$ cat src/rtl/spi_flash_pkg.sv
// Shared opcodes, FSM encoding and address helpers for the SPI NOR flash responder.
package spi_flash_pkg;

  localparam logic [7:0] CMD_WREN = 8'h06;
  localparam logic [7:0] CMD_RDID = 8'h9E;
  localparam logic [7:0] CMD_READ = 8'h03;
  localparam logic [7:0] CMD_PP   = 8'h02;
  localparam logic [7:0] CMD_SE   = 8'hD8;
  localparam logic [7:0] CMD_BE   = 8'hC7;

  localparam int unsigned PAGE_SIZE   = 256;
  localparam int unsigned OFFSET_BITS = $clog2(PAGE_SIZE);
  localparam int unsigned ADDR_W      = 24;

  typedef enum logic [7:0] {
    S_IDLE   = 8'b0000_0001,
    S_CMD    = 8'b0000_0010,
    S_ADDR   = 8'b0000_0100,
    S_RDATA  = 8'b0000_1000,
    S_ID     = 8'b0001_0000,
    S_PROG   = 8'b0010_0000,
    S_WAITCS = 8'b0100_0000,
    S_BUSY   = 8'b1000_0000
  } state_t;

  // Base address of the sector containing a.
  function automatic logic [ADDR_W-1:0] sector_base(input logic [ADDR_W-1:0] a,
                                                    input int unsigned bits);
    logic [ADDR_W-1:0] mask;
    mask = ~((ADDR_W'(1) << bits) - ADDR_W'(1));
    return a & mask;
  endfunction

endpackage

$ cat src/rtl/spi_slave_shifter.sv
// SPI mode-0 slave bit engine: input synchronisers, edge detect, rx byte assembly, tx shifter.
module spi_slave_shifter (
  input  logic       clk,
  input  logic       rst,
  input  logic       spi_clk,
  input  logic       spi_cs,
  input  logic       mosi,
  input  logic       tx_load,
  input  logic [7:0] tx_data,
  output logic       miso,
  output logic       cs_high,
  output logic       cs_fall_c,
  output logic       cs_rise_c,
  output logic [7:0] rx_data,
  output logic       byte_valid,
  output logic       rx_partial_c,
  output logic       tx_done
);

  logic [2:0] sclk_s;
  logic [2:0] cs_s;
  logic [1:0] mosi_s;
  logic [2:0] bit_cnt;
  logic [2:0] tx_cnt;
  logic [7:0] tx_sr;
  logic       rise;
  logic       fall;

  assign rise         = sclk_s[1] & ~sclk_s[2];
  assign fall         = ~sclk_s[1] & sclk_s[2];
  assign cs_fall_c    = ~cs_s[1] & cs_s[2];
  assign cs_rise_c    = cs_s[1] & ~cs_s[2];
  assign cs_high      = cs_s[1];
  assign rx_partial_c = (bit_cnt != 3'd0);

  // Two-stage synchronisers plus one history stage for edge detection.
  always_ff @(posedge clk or posedge rst) begin
    if (rst) begin
      sclk_s <= 3'b000;
      cs_s   <= 3'b111;
      mosi_s <= 2'b00;
    end else begin
      sclk_s <= {sclk_s[1:0], spi_clk};
      cs_s   <= {cs_s[1:0], spi_cs};
      mosi_s <= {mosi_s[0], mosi};
    end
  end

  always_ff @(posedge clk or posedge rst) begin
    if (rst) begin
      bit_cnt    <= 3'd0;
      rx_data    <= 8'h00;
      byte_valid <= 1'b0;
    end else if (cs_s[1]) begin
      bit_cnt    <= 3'd0;
      byte_valid <= 1'b0;
    end else begin
      byte_valid <= 1'b0;
      if (rise) begin
        rx_data    <= {rx_data[6:0], mosi_s[1]};
        bit_cnt    <= bit_cnt + 3'd1;
        byte_valid <= (bit_cnt == 3'd7);
      end
    end
  end

  // tx_done marks the fall that puts bit 0 of the loaded byte on miso.
  always_ff @(posedge clk or posedge rst) begin
    if (rst) begin
      tx_sr   <= 8'h00;
      tx_cnt  <= 3'd0;
      miso    <= 1'b0;
      tx_done <= 1'b0;
    end else if (cs_s[1]) begin
      tx_sr   <= 8'h00;
      tx_cnt  <= 3'd0;
      miso    <= 1'b0;
      tx_done <= 1'b0;
    end else begin
      tx_done <= 1'b0;
      if (tx_load) begin
        tx_sr  <= tx_data;
        tx_cnt <= 3'd0;
      end else if (fall) begin
        miso    <= tx_sr[7];
        tx_sr   <= {tx_sr[6:0], 1'b0};
        tx_cnt  <= tx_cnt + 3'd1;
        tx_done <= (tx_cnt == 3'd7);
      end
    end
  end

endmodule

$ cat src/rtl/spi_flash_responder.sv
// Serial NOR flash emulator: command decode, address/page tracking, write-enable latch, busy timer.
module spi_flash_responder
  import spi_flash_pkg::*;
#(
  parameter int unsigned ID_BYTES         = 20,
  parameter int unsigned PROG_BUSY_CYCLES = 20000,
  parameter int unsigned SE_BUSY_CYCLES   = 50000000,
  parameter int unsigned BE_BUSY_CYCLES   = 65000000,
  parameter int unsigned SECTOR_BITS      = 16
) (
  input  logic                  clk,
  input  logic                  rst,
  input  logic                  spi_clk,
  input  logic                  spi_cs,
  input  logic                  mosi,
  output logic                  miso,
  input  logic [8*ID_BYTES-1:0] flash_id,
  output logic [23:0]           mem_addr,
  output logic                  mem_rd,
  input  logic [7:0]            mem_rdata,
  output logic                  mem_wr,
  output logic [7:0]            mem_wdata,
  output logic                  erase_req,
  output logic                  erase_all,
  output logic [23:0]           erase_addr,
  output logic                  wel,
  output logic                  busy
);

  localparam int unsigned ID_W = 8 * ID_BYTES;

  state_t            state, state_n;
  logic [7:0]        cmd, cmd_n;
  logic [23:0]       addr, addr_n;
  logic [1:0]        addr_cnt, addr_cnt_n;
  logic              pend_wel, pend_wel_n;
  logic              pend_se, pend_se_n;
  logic              pend_be, pend_be_n;
  logic              prog_seen, prog_seen_n;
  logic              wel_n, busy_n;
  logic [31:0]       busy_cnt, busy_cnt_n;
  logic [ID_W-1:0]   id_sr, id_sr_n;
  logic              id_ld, id_ld_n;
  logic              rd_q;
  logic [23:0]       mem_addr_n, erase_addr_n;
  logic              mem_rd_n, mem_wr_n, erase_req_n, erase_all_n;
  logic [7:0]        mem_wdata_n;

  logic              cs_high, cs_fall_c, cs_rise_c, rx_partial_c;
  logic              byte_valid, tx_done;
  logic [7:0]        rx_data;
  logic              tx_load_c;
  logic [7:0]        tx_data_c;

  spi_slave_shifter u_shifter (
    .clk          (clk),
    .rst          (rst),
    .spi_clk      (spi_clk),
    .spi_cs       (spi_cs),
    .mosi         (mosi),
    .tx_load      (tx_load_c),
    .tx_data      (tx_data_c),
    .miso         (miso),
    .cs_high      (cs_high),
    .cs_fall_c    (cs_fall_c),
    .cs_rise_c    (cs_rise_c),
    .rx_data      (rx_data),
    .byte_valid   (byte_valid),
    .rx_partial_c (rx_partial_c),
    .tx_done      (tx_done)
  );

  // Read data arrives the cycle after mem_rd, so the shifter loads off the delayed strobe.
  always_comb begin
    tx_load_c = 1'b0;
    tx_data_c = 8'h00;
    if (state == S_ID && id_ld) begin
      tx_load_c = 1'b1;
      tx_data_c = id_sr[ID_W-1 -: 8];
    end else if (state == S_RDATA && rd_q) begin
      tx_load_c = 1'b1;
      tx_data_c = mem_rdata;
    end
  end

  always_comb begin
    state_n      = state;
    cmd_n        = cmd;
    addr_n       = addr;
    addr_cnt_n   = addr_cnt;
    pend_wel_n   = pend_wel;
    pend_se_n    = pend_se;
    pend_be_n    = pend_be;
    prog_seen_n  = prog_seen;
    wel_n        = wel;
    busy_n       = busy;
    busy_cnt_n   = busy_cnt;
    id_sr_n      = id_sr;
    id_ld_n      = 1'b0;
    mem_addr_n   = mem_addr;
    mem_rd_n     = 1'b0;
    mem_wr_n     = 1'b0;
    mem_wdata_n  = mem_wdata;
    erase_req_n  = 1'b0;
    erase_all_n  = erase_all;
    erase_addr_n = erase_addr;

    if (busy) begin
      busy_cnt_n = (busy_cnt > 32'd0) ? busy_cnt - 32'd1 : 32'd0;
      if (busy_cnt <= 32'd1) busy_n = 1'b0;
    end

    unique case (state)
      S_IDLE: begin
        if (cs_fall_c) begin
          state_n     = busy ? S_WAITCS : S_CMD;
          pend_wel_n  = 1'b0;
          pend_se_n   = 1'b0;
          pend_be_n   = 1'b0;
          prog_seen_n = 1'b0;
          addr_cnt_n  = 2'd0;
        end
      end
      S_CMD: begin
        if (byte_valid) begin
          cmd_n = rx_data;
          case (rx_data)
            CMD_WREN: begin
              pend_wel_n = 1'b1;
              state_n    = S_WAITCS;
            end
            CMD_RDID: begin
              id_sr_n = flash_id;
              id_ld_n = 1'b1;
              state_n = S_ID;
            end
            CMD_READ, CMD_PP, CMD_SE: begin
              addr_cnt_n = 2'd0;
              state_n    = S_ADDR;
            end
            CMD_BE: begin
              pend_be_n = 1'b1;
              state_n   = S_WAITCS;
            end
            default: state_n = S_WAITCS;
          endcase
        end
      end
      S_ADDR: begin
        if (byte_valid) begin
          addr_n     = {addr[15:0], rx_data};
          addr_cnt_n = addr_cnt + 2'd1;
          if (addr_cnt == 2'd2) begin
            case (cmd)
              CMD_READ: begin
                mem_rd_n   = 1'b1;
                mem_addr_n = {addr[15:0], rx_data};
                state_n    = S_RDATA;
              end
              CMD_PP:  state_n = S_PROG;
              CMD_SE: begin
                pend_se_n = 1'b1;
                state_n   = S_WAITCS;
              end
              default: state_n = S_WAITCS;
            endcase
          end
        end
      end
      S_RDATA: begin
        // Prefetch the next byte while bit 0 of the current one is on the wire.
        if (tx_done) begin
          addr_n     = addr + 24'd1;
          mem_addr_n = addr + 24'd1;
          mem_rd_n   = 1'b1;
        end
      end
      S_ID: begin
        if (id_ld) id_sr_n = id_sr << 8;
        if (tx_done) id_ld_n = 1'b1;
      end
      S_PROG: begin
        if (byte_valid && wel) begin
          mem_wr_n    = 1'b1;
          mem_wdata_n = rx_data;
          mem_addr_n  = addr;
          addr_n      = {addr[23:OFFSET_BITS], addr[OFFSET_BITS-1:0] + OFFSET_BITS'(1)};
          prog_seen_n = 1'b1;
        end
      end
      S_WAITCS: ;
      S_BUSY: begin
        if (!busy) state_n = S_IDLE;
      end
      default: state_n = S_IDLE;
    endcase

    // Chip-select release ends the transaction; commits only on a whole-byte boundary.
    if (state != S_BUSY && cs_high) begin
      state_n = S_IDLE;
      id_ld_n = 1'b0;
      if (cs_rise_c && !rx_partial_c) begin
        if (pend_wel) wel_n = 1'b1;
        if (state == S_PROG && prog_seen && wel) begin
          wel_n      = 1'b0;
          busy_n     = 1'b1;
          busy_cnt_n = 32'(PROG_BUSY_CYCLES);
          state_n    = S_BUSY;
        end
        if (pend_se && wel) begin
          erase_req_n  = 1'b1;
          erase_all_n  = 1'b0;
          erase_addr_n = sector_base(addr, SECTOR_BITS);
          wel_n        = 1'b0;
          busy_n       = 1'b1;
          busy_cnt_n   = 32'(SE_BUSY_CYCLES);
          state_n      = S_BUSY;
        end
        if (pend_be && wel) begin
          erase_req_n  = 1'b1;
          erase_all_n  = 1'b1;
          erase_addr_n = 24'h000000;
          wel_n        = 1'b0;
          busy_n       = 1'b1;
          busy_cnt_n   = 32'(BE_BUSY_CYCLES);
          state_n      = S_BUSY;
        end
      end
      pend_wel_n = 1'b0;
      pend_se_n  = 1'b0;
      pend_be_n  = 1'b0;
    end
  end

  always_ff @(posedge clk or posedge rst) begin
    if (rst) begin
      state      <= S_IDLE;
      cmd        <= 8'h00;
      addr       <= 24'h000000;
      addr_cnt   <= 2'd0;
      pend_wel   <= 1'b0;
      pend_se    <= 1'b0;
      pend_be    <= 1'b0;
      prog_seen  <= 1'b0;
      wel        <= 1'b0;
      busy       <= 1'b0;
      busy_cnt   <= 32'd0;
      id_sr      <= '0;
      id_ld      <= 1'b0;
      rd_q       <= 1'b0;
      mem_addr   <= 24'h000000;
      mem_rd     <= 1'b0;
      mem_wr     <= 1'b0;
      mem_wdata  <= 8'h00;
      erase_req  <= 1'b0;
      erase_all  <= 1'b0;
      erase_addr <= 24'h000000;
    end else begin
      state      <= state_n;
      cmd        <= cmd_n;
      addr       <= addr_n;
      addr_cnt   <= addr_cnt_n;
      pend_wel   <= pend_wel_n;
      pend_se    <= pend_se_n;
      pend_be    <= pend_be_n;
      prog_seen  <= prog_seen_n;
      wel        <= wel_n;
      busy       <= busy_n;
      busy_cnt   <= busy_cnt_n;
      id_sr      <= id_sr_n;
      id_ld      <= id_ld_n;
      rd_q       <= mem_rd;
      mem_addr   <= mem_addr_n;
      mem_rd     <= mem_rd_n;
      mem_wr     <= mem_wr_n;
      mem_wdata  <= mem_wdata_n;
      erase_req  <= erase_req_n;
      erase_all  <= erase_all_n;
      erase_addr <= erase_addr_n;
    end
  end

endmodule

$ cat config.mk
export PLATFORM = sky130hd
export DESIGN_NAME = spi_flash_responder
export DESIGN_NICKNAME = d
export VERILOG_FILES = /design/src/rtl/spi_flash_pkg.sv /design/src/rtl/spi_slave_shifter.sv /design/src/rtl/spi_flash_responder.sv
export SDC_FILE = /design/constraint.sdc
export NUM_CORES = 1
export LEC_CHECK = 0
export ABC_AREA = 1
export BUFFER_PORTS_ARGS = -buffer_cell sky130_fd_sc_hd__buf_4
export CAP_MARGIN = 5
export CORE_MARGIN = 2
export CORE_UTILIZATION = 56
export CTS_CLUSTER_DIAMETER = 80
export CTS_CLUSTER_SIZE = 40
export DETAILED_ROUTE_END_ITERATION = 8
export PLACE_DENSITY = 0.78
export REMOVE_ABC_BUFFERS = 1
export SYNTH_ARGS = -nofsm -noshare
export SYNTH_HDL_FRONTEND = slang
export SYNTH_SLANG_ARGS = --single-unit
$ cat constraint.sdc
create_clock -name clk -period 12.32 [get_ports clk]
set_input_delay 2.464 -clock clk [delete_from_list [all_inputs] [get_ports clk]]
set_output_delay 2.464 -clock clk [all_outputs]
set_load 0.05 [all_outputs]
* Word level (Yosys, flattened, before mapping)
Cells that the tools add are included.
Storage, ports and cells: output and inout bits 63, logic and storage cells 236, input bits 173, RAM bits 0, register bits 335, latch bits 0, memory bits (read-only) 0, memories kept 0
Cells by class: $lt $le $gt $ge 2, equal/unequal tests 41, bitwise gates (word level) 9, muxes and demuxes 105, reduce and logical (&&, ||, !) cells 41, div/mod/pow operators 0, $add $sub $neg 6, multiply operators 0, shifts and indexed selects 0
Operators by type and width (number):
- $mux W160 | 3
- $pmux W160 S2 | 1
- $mux W32 | 7
- $mux W24 | 8
- $pmux W24 S3 | 2
- $mux W8 | 16
- $mux W1 | 48
- $eq A8 B2 Y1 const B | 5
- $eq A8 B8 Y1 const B | 5
- $pmux W8 S5 | 1
- $gt A32 B1 Y1 const B | 1
- $le A32 B1 Y1 const B | 1
- $sub A32 B1 Y32 const B | 1
- $pmux W7 S2 | 2
- $add A24 B1 Y24 const B | 1
- $reduce_and A4 Y1 | 5
- $reduce_bool A3 Y1 | 6
- $eq A8 B3 Y1 const B | 2
- $mux W3 | 5
- $ne A3 B2 Y1 const B | 5
- $ne A2 B2 Y1 const B | 7
- $pmux W1 S2 | 6
- $reduce_and A6 Y1 | 2
- $reduce_bool A2 Y1 | 6
- 26 further kinds | 58

* Logic depth before layout (Yosys ltp)
depth in word-level cells 8, gate-level depth with buffers 12, depth with buffers taken out 12

* By module
From an unflattened synthesis, not the netlist that was laid out.
Second synthesis, totals: cell total of the unflattened synthesis 1987, area, all modules 16405.7 um^2
By module, submodules not included:
- spi_flash_responder | instances 1, seq. area each 7158.1 um^2, area an instance 14991.9 um^2, cells an instance 1835
- spi_slave_shifter | instances 1, seq. area each 829.5 um^2, area an instance 1413.9 um^2, cells an instance 152

* Worst setup path before layout
OpenSTA, ideal clock, no wires.
path kind flip-flop to output port, from reg wel, to out wel, stages on the path, launching flop included 1, required time 9.856 ns, buffers on the path 0, arrival 0.672 ns, setup slack 9.184 ns, cell sequence dfrtp_1
RTL lines:
- start, declared | RTL line spi_flash_responder.sv:26 | output logic wel,
- start signal, assigned | RTL line spi_flash_responder.sv:267 | wel <= wel_n;
No word-level cell between the ends.

* Final worst setup path
from reg state[4], to reg id_sr[117]
Between the ends: word-level cells in the longest chain between the ends 3, elaborated cells on any way between the ends 8, those cells by class eq/ne: 5; mux: 1; reduce/logical: 2
RTL lines:
- start, declared | RTL line spi_flash_responder.sv:32 | state_t state, state_n;
- start signal, assigned | RTL line spi_flash_responder.sv:259 | state <= state_n;
- $eq A8 B2 Y1 or $eq A8 B5 Y1 (tied branches) | RTL line spi_flash_responder.sv:113 | unique case (state)
- $ne A2 B2 Y1 (no line) (tied with other cells)
- $reduce_and A4 Y1 (no line)
- end signal, assigned | RTL line spi_flash_responder.sv:270 | id_sr <= id_sr_n;
- end, declared | RTL line spi_flash_responder.sv:42 | logic [ID_W-1:0] id_sr, id_sr_n;
Several ways; a longest one is shown, not always the timed one. A chain may end at the register's enable or synchronous reset.

==> results.toml <==
[outcome]
status = "finished, final reports clean"

[worst_setup_path]
reg2reg_from = "state[4]$_DFFE_PP0P_"
cp.required_ns = 12.74
cp_max_fo = 125
cp_data_arrival_time_ns = 4.64
worstSetupPathType = "flop to flop"
cp-end-kind = "flop"
worst_path_max_delay_cell = "buf_4"
start_kind = "flop"
ff2ff_path_depth = 9
r2r_end = "id_sr[117]$_DFFE_PP0P_"
setup.worst_path.start = "state[4]$_DFFE_PP0P_"
crit_path_end = "id_sr[117]$_DFFE_PP0P_"
r2r_slack_ns = 8.10
critical_path.max_stage_delay_ns = 0.98
crit_path_frequent_cell = "buf_4"
crit_chain = "inv_2 > nor2_1 > nand4_4 > o211ai_4 > buf_4 > buf_4 > buf_4 > nand2_1 > o21ai_1"

[clock_network]
cts_tree = "done"
clkTransAtPathRegs_ns = 0.12
cts_max_level = 1
clock_sinks = 319
numCtsBuffers = 17
ctsHoldBuffers = 0
cts_root_buf = "clkbuf_16"
clockBufferDepth = 3
clk_latency_ns = 0.55
post_cts_resized = 0
cts_setup_buffers = 0

[yosys]
synth_top_family_by_area = "simple AND/OR/NAND/NOR gates"
seq_area_frac_synth = 0.4833
syn_area_per_cell_um2 = 8.347
ys_top_cells_by_count = "nand2_1, dfrtp_1, nor2_1"
synth-seq-cells = 319
synth-async-reset-ratio = 1.000
synth_top_cell_by_area = "dfrtp_1"
synth_cell_types = 48
synth_area_leaders = "dfrtp_1, nand2_1, mux2i_1, o21ai_1, nor2_1"
synth_xor_area_frac = 0.009009
yosysTopAreaCellShare = 0.4769
synth-simple-area-share = 0.2389
synthesis.area_mm2 = 0.01653
yosys_warnings = 0
yosysMostFrequentCell = "nand2_1"
synth_mux_area_frac = 0.09206
synth-edff-count = 0
synth_compound_area_frac = 0.09698
synth-adder-area-share = 0.007571
synth_flop_cell = "dfrtp_1"
postSynthCellCount = 1980

[floorplan]
dieArea_mm2 = 0.03090
io_pins = 236
die_height_um = 175.8
coreArea_mm2 = 0.02886
die_width_um = 175.8
fp-row-count = 62
initial_core_util = 0.5727

[placement]
numPortBuffers = 219
place_congestion = 0.9670
hpwl_um = 27550
detailed_place.area_mm2 = 0.01814
placed_cells = 2511

[timing]
rsz0062_at_grt = "no"
period_share = 0.3426
skew_ns = 0.04489
setup_tns_ns = 0
slew_headroom = 0.2132
tightest_slew_ns = 1.180
fmax_mhz = 236.9
finalCriticalPeriod_ns = 4.221
slew_violations = 0
hold_viol = 0
setup_viol = 0

[detailed_routing]
postRouteAntennaNets = 0
drc = 0
firstDrtPassIters = 6
vias_per_cell = 5.348
drt_iter0_drc = 1116
wl_um = 39090
via_count = 13590
wl_per_cell_um = 15.39

[finish]
final_nets = 2329
final_cells = 2541
area_growth_pct = 13.51
drive_gt1_frac = 0.1512
design_area_mm2 = 0.01876

[global_route]
grt_start_max_net_pins = 190
grt_util_all_layers = 0.2562
grt_antenna_before_repair = 1
grt_pass1_wl_um = 64980
grt_pass1_vias = 13260
grt-ovfl-total = 0

[pwr]
power.density_mw_per_mm2 = 131.7
total_leakage_power_nw = 9.023
vdd_drop_max_uv = 158.8

[hold_path]
hold_path_class = "flop to flop"

[job]
cap_violations = 0
-- flip-flops by register name, summed over array words and instances (netlist names), 8 cells and up --
| name | count |
|---|---|
| mem_addr | 24 |
| id_sr | 160 |
| mem_wdata | 8 |
| busy_cnt | 32 |
| state | 8 |
| addr | 24 |
| u_shifter.tx_sr | 8 |
| cmd | 8 |
| u_shifter.rx_data | 8 |
| erase_addr | 8 |
-- per-layer routing --
| layer | vias to the layer above | global-route usage | wire length [um] |
|---|---|---|---|
| met5 | - | 0 | 0 |
| met4 | 0 | 0.08471 | 1317 |
| met3 | 65 | 0.05173 | 2517 |
| met2 | 362 | 0.4137 | 17960 |
| met1 | 6435 | 0.3486 | 17300 |
| li1 | 6726 | - | - |
-- metrics by stage --
stage / hold WS [ns] / power (W) / util / setup WS (ns)
2_1_floorplan: 0.3312 / 0.001616 / - / 1.035
3_3_place_gp: 0.3371 / 0.001772 / 0.6286 / 8.019
3_5_place_dp: 0.3420 / 0.001791 / 0.6286 / 8.014
4_1_cts: 0.3639 / 0.002487 / 0.6500 / 8.090
5_1_grt: 0.3781 / 0.002601 / 0.6501 / 7.670
6_report: 0.3599 / 0.002471 / 0.6501 / 8.099
-- cell usage in the layout, fill, tap and decap left out, types with 4 or more instances in the layout --
master / instances
nand3_2: 4
a21oi_1: 26
nand4_1: 14
or2_2: 6
nand3_1: 98
xnor2_1: 5
clkbuf_16: 17
ha_1: 10
mux2i_1: 152
o21ai_1: 136
o21ai_0: 101
conb_1: 16
nand2_2: 10
xor2_1: 12
dfrtp_1: 315
clkinv_8: 4
buf_4: 222
nand2_1: 619
nor2_4: 9
o21bai_1: 8
nand2_4: 4
nor2_2: 4
nor3_1: 12
dfstp_2: 4
o21ai_2: 11
inv_2: 12
nor2_1: 159
inv_1: 130
-- worst max-delay path: cells and delay by family, from the launching register on --
kind            cells  cell delay (ns)
flops               1             0.43
compound gates      2             0.40
simple gates        3             0.63
buf+inv             4             2.58
-- report_power, final --
| group | internal, W | total, W | switching, W |
|---|---|---|---|
| logic | 0.000196 | 0.000554 | 0.000358 |
| registers | 0.00113 | 0.00122 | 0.0000915 |
| clock network | 0.000289 | 0.000696 | 0.000407 |
| total | 0.00161 | 0.00247 | 0.000856 |
-- how the worst min path moves through the flow --
stage | from | end | slack (ns) | depth (start not counted)
final | u_shifter.sclk_s[0]$_DFF_PP0_ | u_shifter.sclk_s[1]$_DFF_PP0_ | 0.36 | 0
after floorplan | u_shifter.mosi_s[0]$_DFF_PP0_ | u_shifter.mosi_s[1]$_DFF_PP0_ | 0.33 | 0
after detailed placement | u_shifter.sclk_s[0]$_DFF_PP0_ | u_shifter.sclk_s[1]$_DFF_PP0_ | 0.34 | 0
after global routing | u_shifter.cs_s[0]$_DFF_PP1_ | u_shifter.cs_s[1]$_DFF_PP1_ | 0.38 | 0
after global placement | u_shifter.sclk_s[0]$_DFF_PP0_ | u_shifter.sclk_s[1]$_DFF_PP0_ | 0.34 | 0
after CTS | u_shifter.sclk_s[0]$_DFF_PP0_ | u_shifter.sclk_s[1]$_DFF_PP0_ | 0.36 | 0
-- kinds of logic (layout without fill, tap and decap cells) --
family                   after synthesis  count (layout)
AND/OR/NAND/NOR                      948             948
other                                  1              17
adder cells (fa/ha/maj)               10              10
buffers and inverters                237             398
XOR/XNOR                              17              17
flip-flops                           319             319
AO/OA/AOI/OAI                        296             296
multiplexers                         152             152
-- area by class of cell --
type | count | area (um2)
Antenna cell | 1 | 2.502
Sequential cell | 319 | 7988
Tap cell | 384 | 480.5
Clock inverter | 11 | 188.9
Fill cell | 2528 | 10100
Multi-Input combinational cell | 1439 | 7406
Inverter | 145 | 559.3
Clock buffer | 18 | 429.2
Timing Repair Buffer | 224 | 1707
No activity file was read; power rests on OpenSTA's default activity.
